==> src/rtl/lsu_pkg.sv <==
// Shared definitions for the load/store unit: funct3 encodings, FSM states
// and the request fault check.
package lsu_pkg;

  localparam logic [2:0] F3_B  = 3'b000;
  localparam logic [2:0] F3_H  = 3'b001;
  localparam logic [2:0] F3_W  = 3'b010;
  localparam logic [2:0] F3_BU = 3'b100;
  localparam logic [2:0] F3_HU = 3'b101;

  typedef enum logic [2:0] {IDLE, ACCESS, RMW_RD, RMW_WR, RESP} lsu_state_t;

  function automatic logic lsu_fault(input logic        we,
                                     input logic [2:0]  f3,
                                     input logic [31:0] addr,
                                     input logic [31:0] mem_bytes);
    logic bad_f3;
    logic misal;
    if (we) bad_f3 = !(f3 inside {F3_B, F3_H, F3_W});
    else    bad_f3 = !(f3 inside {F3_B, F3_H, F3_W, F3_BU, F3_HU});
    misal = ((f3 == F3_H || f3 == F3_HU) && addr[0]) ||
            ((f3 == F3_W) && (addr[1:0] != 2'b00));
    return bad_f3 || misal || (addr >= mem_bytes);
  endfunction

endpackage

==> src/rtl/lsu_byte_lane.sv <==
// Byte-lane steering: extracts/extends load data and merges sub-word store
// data into a read word.
module lsu_byte_lane
  import lsu_pkg::*;
(
  input  logic [31:0] i_word,
  input  logic [2:0]  i_funct3,
  input  logic [1:0]  i_lane,
  input  logic [31:0] i_wdata,
  output logic [31:0] o_load,
  output logic [31:0] o_merge
);

  logic [7:0]  w_byte;
  logic [15:0] w_half;

  always_comb begin
    case (i_lane)
      2'd0:    w_byte = i_word[7:0];
      2'd1:    w_byte = i_word[15:8];
      2'd2:    w_byte = i_word[23:16];
      default: w_byte = i_word[31:24];
    endcase
    w_half = i_lane[1] ? i_word[31:16] : i_word[15:0];
  end

  always_comb begin
    case (i_funct3)
      F3_B:    o_load = {{24{w_byte[7]}}, w_byte};
      F3_BU:   o_load = {24'h0, w_byte};
      F3_H:    o_load = {{16{w_half[15]}}, w_half};
      F3_HU:   o_load = {16'h0, w_half};
      default: o_load = i_word;
    endcase
  end

  always_comb begin
    o_merge = i_word;
    case (i_funct3)
      F3_B: begin
        case (i_lane)
          2'd0:    o_merge[7:0]   = i_wdata[7:0];
          2'd1:    o_merge[15:8]  = i_wdata[7:0];
          2'd2:    o_merge[23:16] = i_wdata[7:0];
          default: o_merge[31:24] = i_wdata[7:0];
        endcase
      end
      F3_H: begin
        if (i_lane[1]) o_merge[31:16] = i_wdata[15:0];
        else           o_merge[15:0]  = i_wdata[15:0];
      end
      default: o_merge = i_wdata;
    endcase
  end

endmodule

==> src/rtl/load_store_unit.sv <==
// Load/store unit: turns byte/half/word load and store requests into
// word-wide memory accesses, with read-modify-write for sub-word stores.
module load_store_unit
  import lsu_pkg::*;
#(
  parameter int unsigned MEM_BYTES = 128
) (
  input  logic        clk,
  input  logic        reset,
  input  logic        req_valid,
  output logic        req_ready,
  input  logic        req_we,
  input  logic [2:0]  req_funct3,
  input  logic [31:0] req_addr,
  input  logic [31:0] req_wdata,
  output logic        resp_valid,
  output logic [31:0] resp_rdata,
  output logic        resp_fault,
  output logic        mem_we,
  output logic [31:0] mem_addr,
  output logic [31:0] mem_wdata,
  input  logic [31:0] mem_rdata
);

  lsu_state_t  r_state, w_next;
  logic [31:0] r_addr, r_wdata, r_rdata, r_merge;
  logic [2:0]  r_f3;
  logic        r_we, r_fault;
  logic        w_fault, w_accept;
  logic [31:0] w_load, w_merge;

  assign w_fault  = lsu_fault(req_we, req_funct3, req_addr, 32'(MEM_BYTES));
  assign w_accept = req_valid && req_ready;

  lsu_byte_lane u_lane (
    .i_word   (mem_rdata),
    .i_funct3 (r_f3),
    .i_lane   (r_addr[1:0]),
    .i_wdata  (r_wdata),
    .o_load   (w_load),
    .o_merge  (w_merge)
  );

  always_ff @(posedge clk or negedge reset) begin
    if (!reset) r_state <= IDLE;
    else        r_state <= w_next;
  end

  always_comb begin
    w_next = r_state;
    case (r_state)
      IDLE: begin
        if (w_accept) begin
          if (w_fault)                            w_next = RESP;
          else if (!req_we || req_funct3 == F3_W) w_next = ACCESS;
          else                                    w_next = RMW_RD;
        end
      end
      ACCESS:  w_next = RESP;
      RMW_RD:  w_next = RMW_WR;
      RMW_WR:  w_next = RESP;
      default: w_next = IDLE;
    endcase
  end

  always_ff @(posedge clk or negedge reset) begin
    if (!reset) begin
      r_addr  <= '0;
      r_wdata <= '0;
      r_rdata <= '0;
      r_merge <= '0;
      r_f3    <= '0;
      r_we    <= 1'b0;
      r_fault <= 1'b0;
    end else begin
      if (r_state == IDLE && w_accept) begin
        r_addr  <= req_addr;
        r_wdata <= req_wdata;
        r_f3    <= req_funct3;
        r_we    <= req_we;
        r_fault <= w_fault;
        r_rdata <= '0;
      end
      if (r_state == ACCESS && !r_we) r_rdata <= w_load;
      if (r_state == RMW_RD)          r_merge <= w_merge;
    end
  end

  // Outputs decode from state only, so an async reset drops mem_we at once.
  always_comb begin
    req_ready  = (r_state == IDLE) && reset;
    resp_valid = (r_state == RESP);
    resp_fault = (r_state == RESP) && r_fault;
    resp_rdata = (r_state == RESP) ? r_rdata : '0;
    mem_we     = ((r_state == ACCESS) && r_we) || (r_state == RMW_WR);
    mem_addr   = (r_state inside {ACCESS, RMW_RD, RMW_WR}) ? {r_addr[31:2], 2'b00} : '0;
    mem_wdata  = '0;
    if (r_state == ACCESS && r_we) mem_wdata = r_wdata;
    else if (r_state == RMW_WR)    mem_wdata = r_merge;
  end

endmodule

==> config.mk <==
export PLATFORM = sky130hd
export DESIGN_NAME = load_store_unit
export DESIGN_NICKNAME = d
export VERILOG_FILES = /design/src/rtl/lsu_pkg.sv /design/src/rtl/lsu_byte_lane.sv /design/src/rtl/load_store_unit.sv
export SDC_FILE = /design/constraint.sdc
export NUM_CORES = 1
export LEC_CHECK = 0
export CORE_ASPECT_RATIO = 0.75
export CORE_MARGIN = 2
export CORE_UTILIZATION = 49
export DETAILED_ROUTE_END_ITERATION = 6
export PLACE_DENSITY = 0.82
export SETUP_SLACK_MARGIN = 0.3
export SYNTH_ARGS = -nofsm -noshare
export SYNTH_HDL_FRONTEND = slang
export SYNTH_HIERARCHICAL = 1
export SYNTH_SLANG_ARGS = --single-unit
==> constraint.sdc <==
create_clock -name clk -period 2 [get_ports clk]
set_input_delay 0.4 -clock clk [delete_from_list [all_inputs] [get_ports clk]]
set_output_delay 0.4 -clock clk [all_outputs]
set_load 0.1 [all_outputs]
==> results.json, run 1 <==
{
  "ioPinCount": 203,
  "syn_area_sq_um": 7680,
  "clkSinkCount": 136,
  "synthTopCellsByArea": "dfrtp_1 44%, a22o_1 8.2%, nand2_1 7.3%",
  "hpwl_um": 19300,
  "die_w_um": 149,
  "ys_seq_area_share_pct": 44.3,
  "synth_edf_count": 0,
  "synthCells": 754,
  "clockBufferDepth": 2,
  "start_util_pct": 50.3,
  "lastStage": "global routing (5_1_grt)",
  "synth_warnings": 6,
  "cts_root_buf": "clkbuf_16",
  "place_inst": 1168,
  "gr-usage-all-layers_pct": 89.4,
  "antenna_found_initial": 6,
  "firstError": "[ERROR GRT-0232] Routing congestion too high. Check the congestion heatmap in the GUI.",
  "status": "aborted with a tool error",
  "synth.distinct_cells": 56,
  "synth_ff_type": "dfrtp_1",
  "synth_async_sr_flop_share_pct": 100,
  "htree_num_levels": 4,
  "crit_endpoint": "mem_addr[25]",
  "cts_buffers": 17,
  "die_h_um": 112,
  "grt.overflow.total": 435,
  "avgSynthCellArea_sq_um": 10.2,
  "ctsHoldBuffers": 0,
  "row_count": 39,
  "gp_congestion": 0.942,
  "ys_seq_elements": 136,
  "synth_top_cell_area_share_pct": 44.3,
  "grt_max_degree": 137,
  "yosys.area.top_type": "dfrtp_1",
  "port-buffer-count": 200,
  "worst-ep-kind": "output port"
}
==> layer usage <==
| metal | GRT overflow | track usage, % |
|---|---|---|
| met1 | 10 | 87.5 |
| met2 | 235 | 102 |
| met3 | 8 | 79.0 |
| met4 | 178 | 92.6 |
| met5 | 4 | 46.5 |
==> synthesized netlist by cell type, types with 9 or more instances <==
cell type  number
dfrtp_1       136
nand3_1        20
clkbuf_1       26
buf_4           9
o21bai_1        9
mux2_2         43
and3_1         34
buf_6           9
and2_1         33
mux2_4         20
buf_2          19
o21ai_0        17
nor2_1         28
a22o_1         72
nand2_1       149
==> kinds of logic after synthesis <==
family	Yosys count	synth area share [%]
mux	83	14.3
other cells	1	0.0489
buf+inv	69	5.02
flops	136	44.3
compound gates	156	16.3
simple gates	309	20.0
==> through the flow <==
stage | setup WS [ns] | area [sq um]
after floorplan | -0.509 | 8350
after global placement | -0.204 | 11900
after detailed placement | -0.242 | 11900
after CTS | -0.234 | 13200
==> what timing repair did <==
action / 4_1_cts
pin swaps: 49
setup buffers: 26
cloned: 12
resized for setup: 61
setup endpoints to repair: 171
==> run 2, diff against run 1 <==
--- a/config.mk
+++ b/config.mk
@@ -5,12 +5,10 @@
 export SDC_FILE = /design/constraint.sdc
 export NUM_CORES = 1
 export LEC_CHECK = 0
-export CORE_ASPECT_RATIO = 0.75
 export CORE_MARGIN = 2
-export CORE_UTILIZATION = 49
+export CORE_UTILIZATION = 38
 export DETAILED_ROUTE_END_ITERATION = 6
-export PLACE_DENSITY = 0.82
-export SETUP_SLACK_MARGIN = 0.3
+export PLACE_DENSITY_LB_ADDON = 0.15
 export SYNTH_ARGS = -nofsm -noshare
 export SYNTH_HDL_FRONTEND = slang
 export SYNTH_HIERARCHICAL = 1
==> run 2 against run 1 <==
The flow now finishes, with violations (negative setup slack). Synthesized cell count unchanged. Synthesized area unchanged.
==> results.json, run 2 <==
{
  "cp_max_fo": 16,
  "timing.final.crit_share_pct": 114,
  "cts_tree": "done",
  "place_inst": 1235,
  "drtAntennaViolNets": 0,
  "clock.fmax_mhz": 438,
  "gp_congestion": 0.951,
  "worst_slack_ns": -0.281,
  "critPathRequiredTime_ns": 1.60,
  "drive_gt1_share_pct": 41.6,
  "synth.distinct_cells": 56,
  "synth_async_sr_flop_share_pct": 100,
  "status": "finished, violations left",
  "nFillCells": 1568,
  "port-buffer-count": 200,
  "drc": 0,
  "start_util_pct": 39.1,
  "arrival_ns": 1.88,
  "num_vias": 7226,
  "failed_checks": "negative setup slack",
  "clkSinkCount": 136,
  "worstSkewPairLatency_ns": 0.42,
  "syn2layout_area_growth_pct": 66.7,
  "ioPinCount": 203,
  "skew_ns": 0.00957,
  "critPathLaunch": "r_state[2]",
  "grt_pass1_wl_um": 42200,
  "instances_no_fill": 1286,
  "ys_seq_area_share_pct": 44.3,
  "synth_warnings": 6,
  "grt_max_degree": 137,
  "synth_top_cell_area_share_pct": 44.3,
  "critPathKind": "reg -> out",
  "rr_startpoint": "r_addr[1]",
  "yosys.area.top_type": "dfrtp_1",
  "die_h_um": 146,
  "powerDensity_nw_per_um2": 676,
  "hpwl_um": 18800,
  "dieArea_sq_um": 21400,
  "start_kind": "flip-flop",
  "grt_pass1_vias": 7190,
  "core_sq_um": 19700,
  "ir_drop_v": 0.000647,
  "htree_num_levels": 4,
  "antenna_found_initial": 0,
  "synthCells": 754,
  "final_nets": 1112,
  "tightest_slew_ns": 0.796,
  "ys_seq_elements": 136,
  "dp_worst_setup_slack_ns": -0.169,
  "relSlewSlack_pct": 47.0,
  "dr.first_iter.drc_count": 821,
  "layout.cells.most_common": "nand2_1",
  "avgSynthCellArea_sq_um": 10.2,
  "clkTransAtPathRegs_ns": 0.06,
  "clockBufferDepth": 2,
  "rsz0062_at_grt": "yes",
  "row_count": 51,
  "totalWireLength_um": 27800,
  "ctsHoldBuffers": 0,
  "drv_cap": 0,
  "synthTopCellsByArea": "dfrtp_1 44%, a22o_1 8.2%, nand2_1 7.3%",
  "yosysMostFrequentCell": "nand2_1",
  "syn_area_sq_um": 7680,
  "synth_edf_count": 0,
  "synth_ff_type": "dfrtp_1",
  "hp-class": "in -> async",
  "gr-usage-all-layers_pct": 25.5,
  "setup_viol": 99,
  "vias_per_cell": 5.62,
  "leakage_nw": 5.99,
  "cts_buffers": 17,
  "period_minus_slack_ns": 2.28,
  "final-hold-violation-count": 0,
  "drv_slew": 0,
  "drt_pass1_iterations": 5,
  "cts_root_buf": "clkbuf_16",
  "grt.overflow.total": 0,
  "endpoint_kind": "primary output",
  "ys_top_cells_by_count": "149 x nand2_1, 136 x dfrtp_1, 72 x a22o_1, 43 x mux2_2, 34 x and3_1",
  "final_cell_mix": "149 x nand2_1, 133 x dfrtp_1, 111 x buf_12",
  "die_w_um": 146,
  "post_drt_wl_per_cell_um": 21.6
}
[run 2: cell counts after synthesis]
Identical to the previous run, type by type.
[run 2: cells by family (layout without fill, tap and decap cells)]
| group | Yosys count | in the layout | synth area share, % |
|---|---|---|---|
| AND/OR/NAND/NOR | 309 | 309 | 20.0 |
| flip-flops | 136 | 136 | 44.3 |
| multiplexers | 83 | 83 | 14.3 |
| buffers and inverters | 69 | 334 | 5.02 |
| other | 1 | 3 | 0.0489 |
| AO/OA/AOI/OAI | 156 | 156 | 16.3 |
[run 2: report_power, final]
| part | switching [mW] | total, mW | internal [mW] | leakage, nW |
|---|---|---|---|---|
| sequential | 0.266 | 3.25 | 2.98 | 1.77 |
| combinational | 1.06 | 2.08 | 1.02 | 3.94 |
| clock | 1.23 | 3.33 | 2.10 | 0.290 |
[run 2: routing by layer]
metal / part of all wire, % / GRT usage, %
met1: 42 / 34.8
met2: 46 / 38.5
met5: 0 / 0
met3: 9.1 / 7.94
met4: 3.0 / 8.59
[run 2: through the flow]
step	setup TNS (ns)	instance area, sq um	hold WS, ns	power (mW)	util [%]
floorplan	-45.16	7850	0.104	4.38	-
global placement	-3.42	11500	0.446	5.24	58.5
detailed placement	-4.24	11500	0.455	5.28	58.5
CTS	-19.18	12600	0.171	8.63	64.1
global route	-27.86	12800	0.188	9.00	65.1
finish	-21.86	12800	0.0777	8.65	65.1
[run 2: worst paths after layout]
kind	slack [ns]	endpoint	depth (start not counted)
min	0.08	r_rdata[18]	2
min reg2reg	0.46	r_addr[5]	2
min in group clk	0.46	r_addr[5]	2
max	-0.28	mem_wdata[0]	6
max reg2reg	-0.01	r_merge[28]	6
max in group asynchronous	1.24	r_addr[1]	2
[run 2: timing repair]
| item | 4_1_cts | 5_1_grt |
|---|---|---|
| pin swaps | 3 | 2 |
| gates resized for setup | 59 | 21 |
| setup endpoints to repair | 98 | 109 |
| gates cloned | 6 | 4 |
| buffers inserted | 7 | 6 |
[run 2: layout make-up]
type,instances,area [sq um],share of cell area (%)
Multi-Input combinational cell,550,4370,34.1
Timing Repair Buffer,301,4060,31.7
Sequential cell,136,3410,26.6
Clock buffer,18,439,3.43
Tap cell,265,332,2.59
Clock inverter,12,178,1.39
Inverter,3,11.3,0.0880
Antenna cell,1,2.50,0.0196
[run 2: worst max-delay path, stage by stage, from the launching register on]
cell and delay, ns:
dfrtp_1 0.39, nand2b_4 0.16, buf_4 0.14, nor2_4 0.17, clkbuf_16 0.25, a22o_4 0.17, buf_12 0.17
Power figures use the tool's default switching activity.
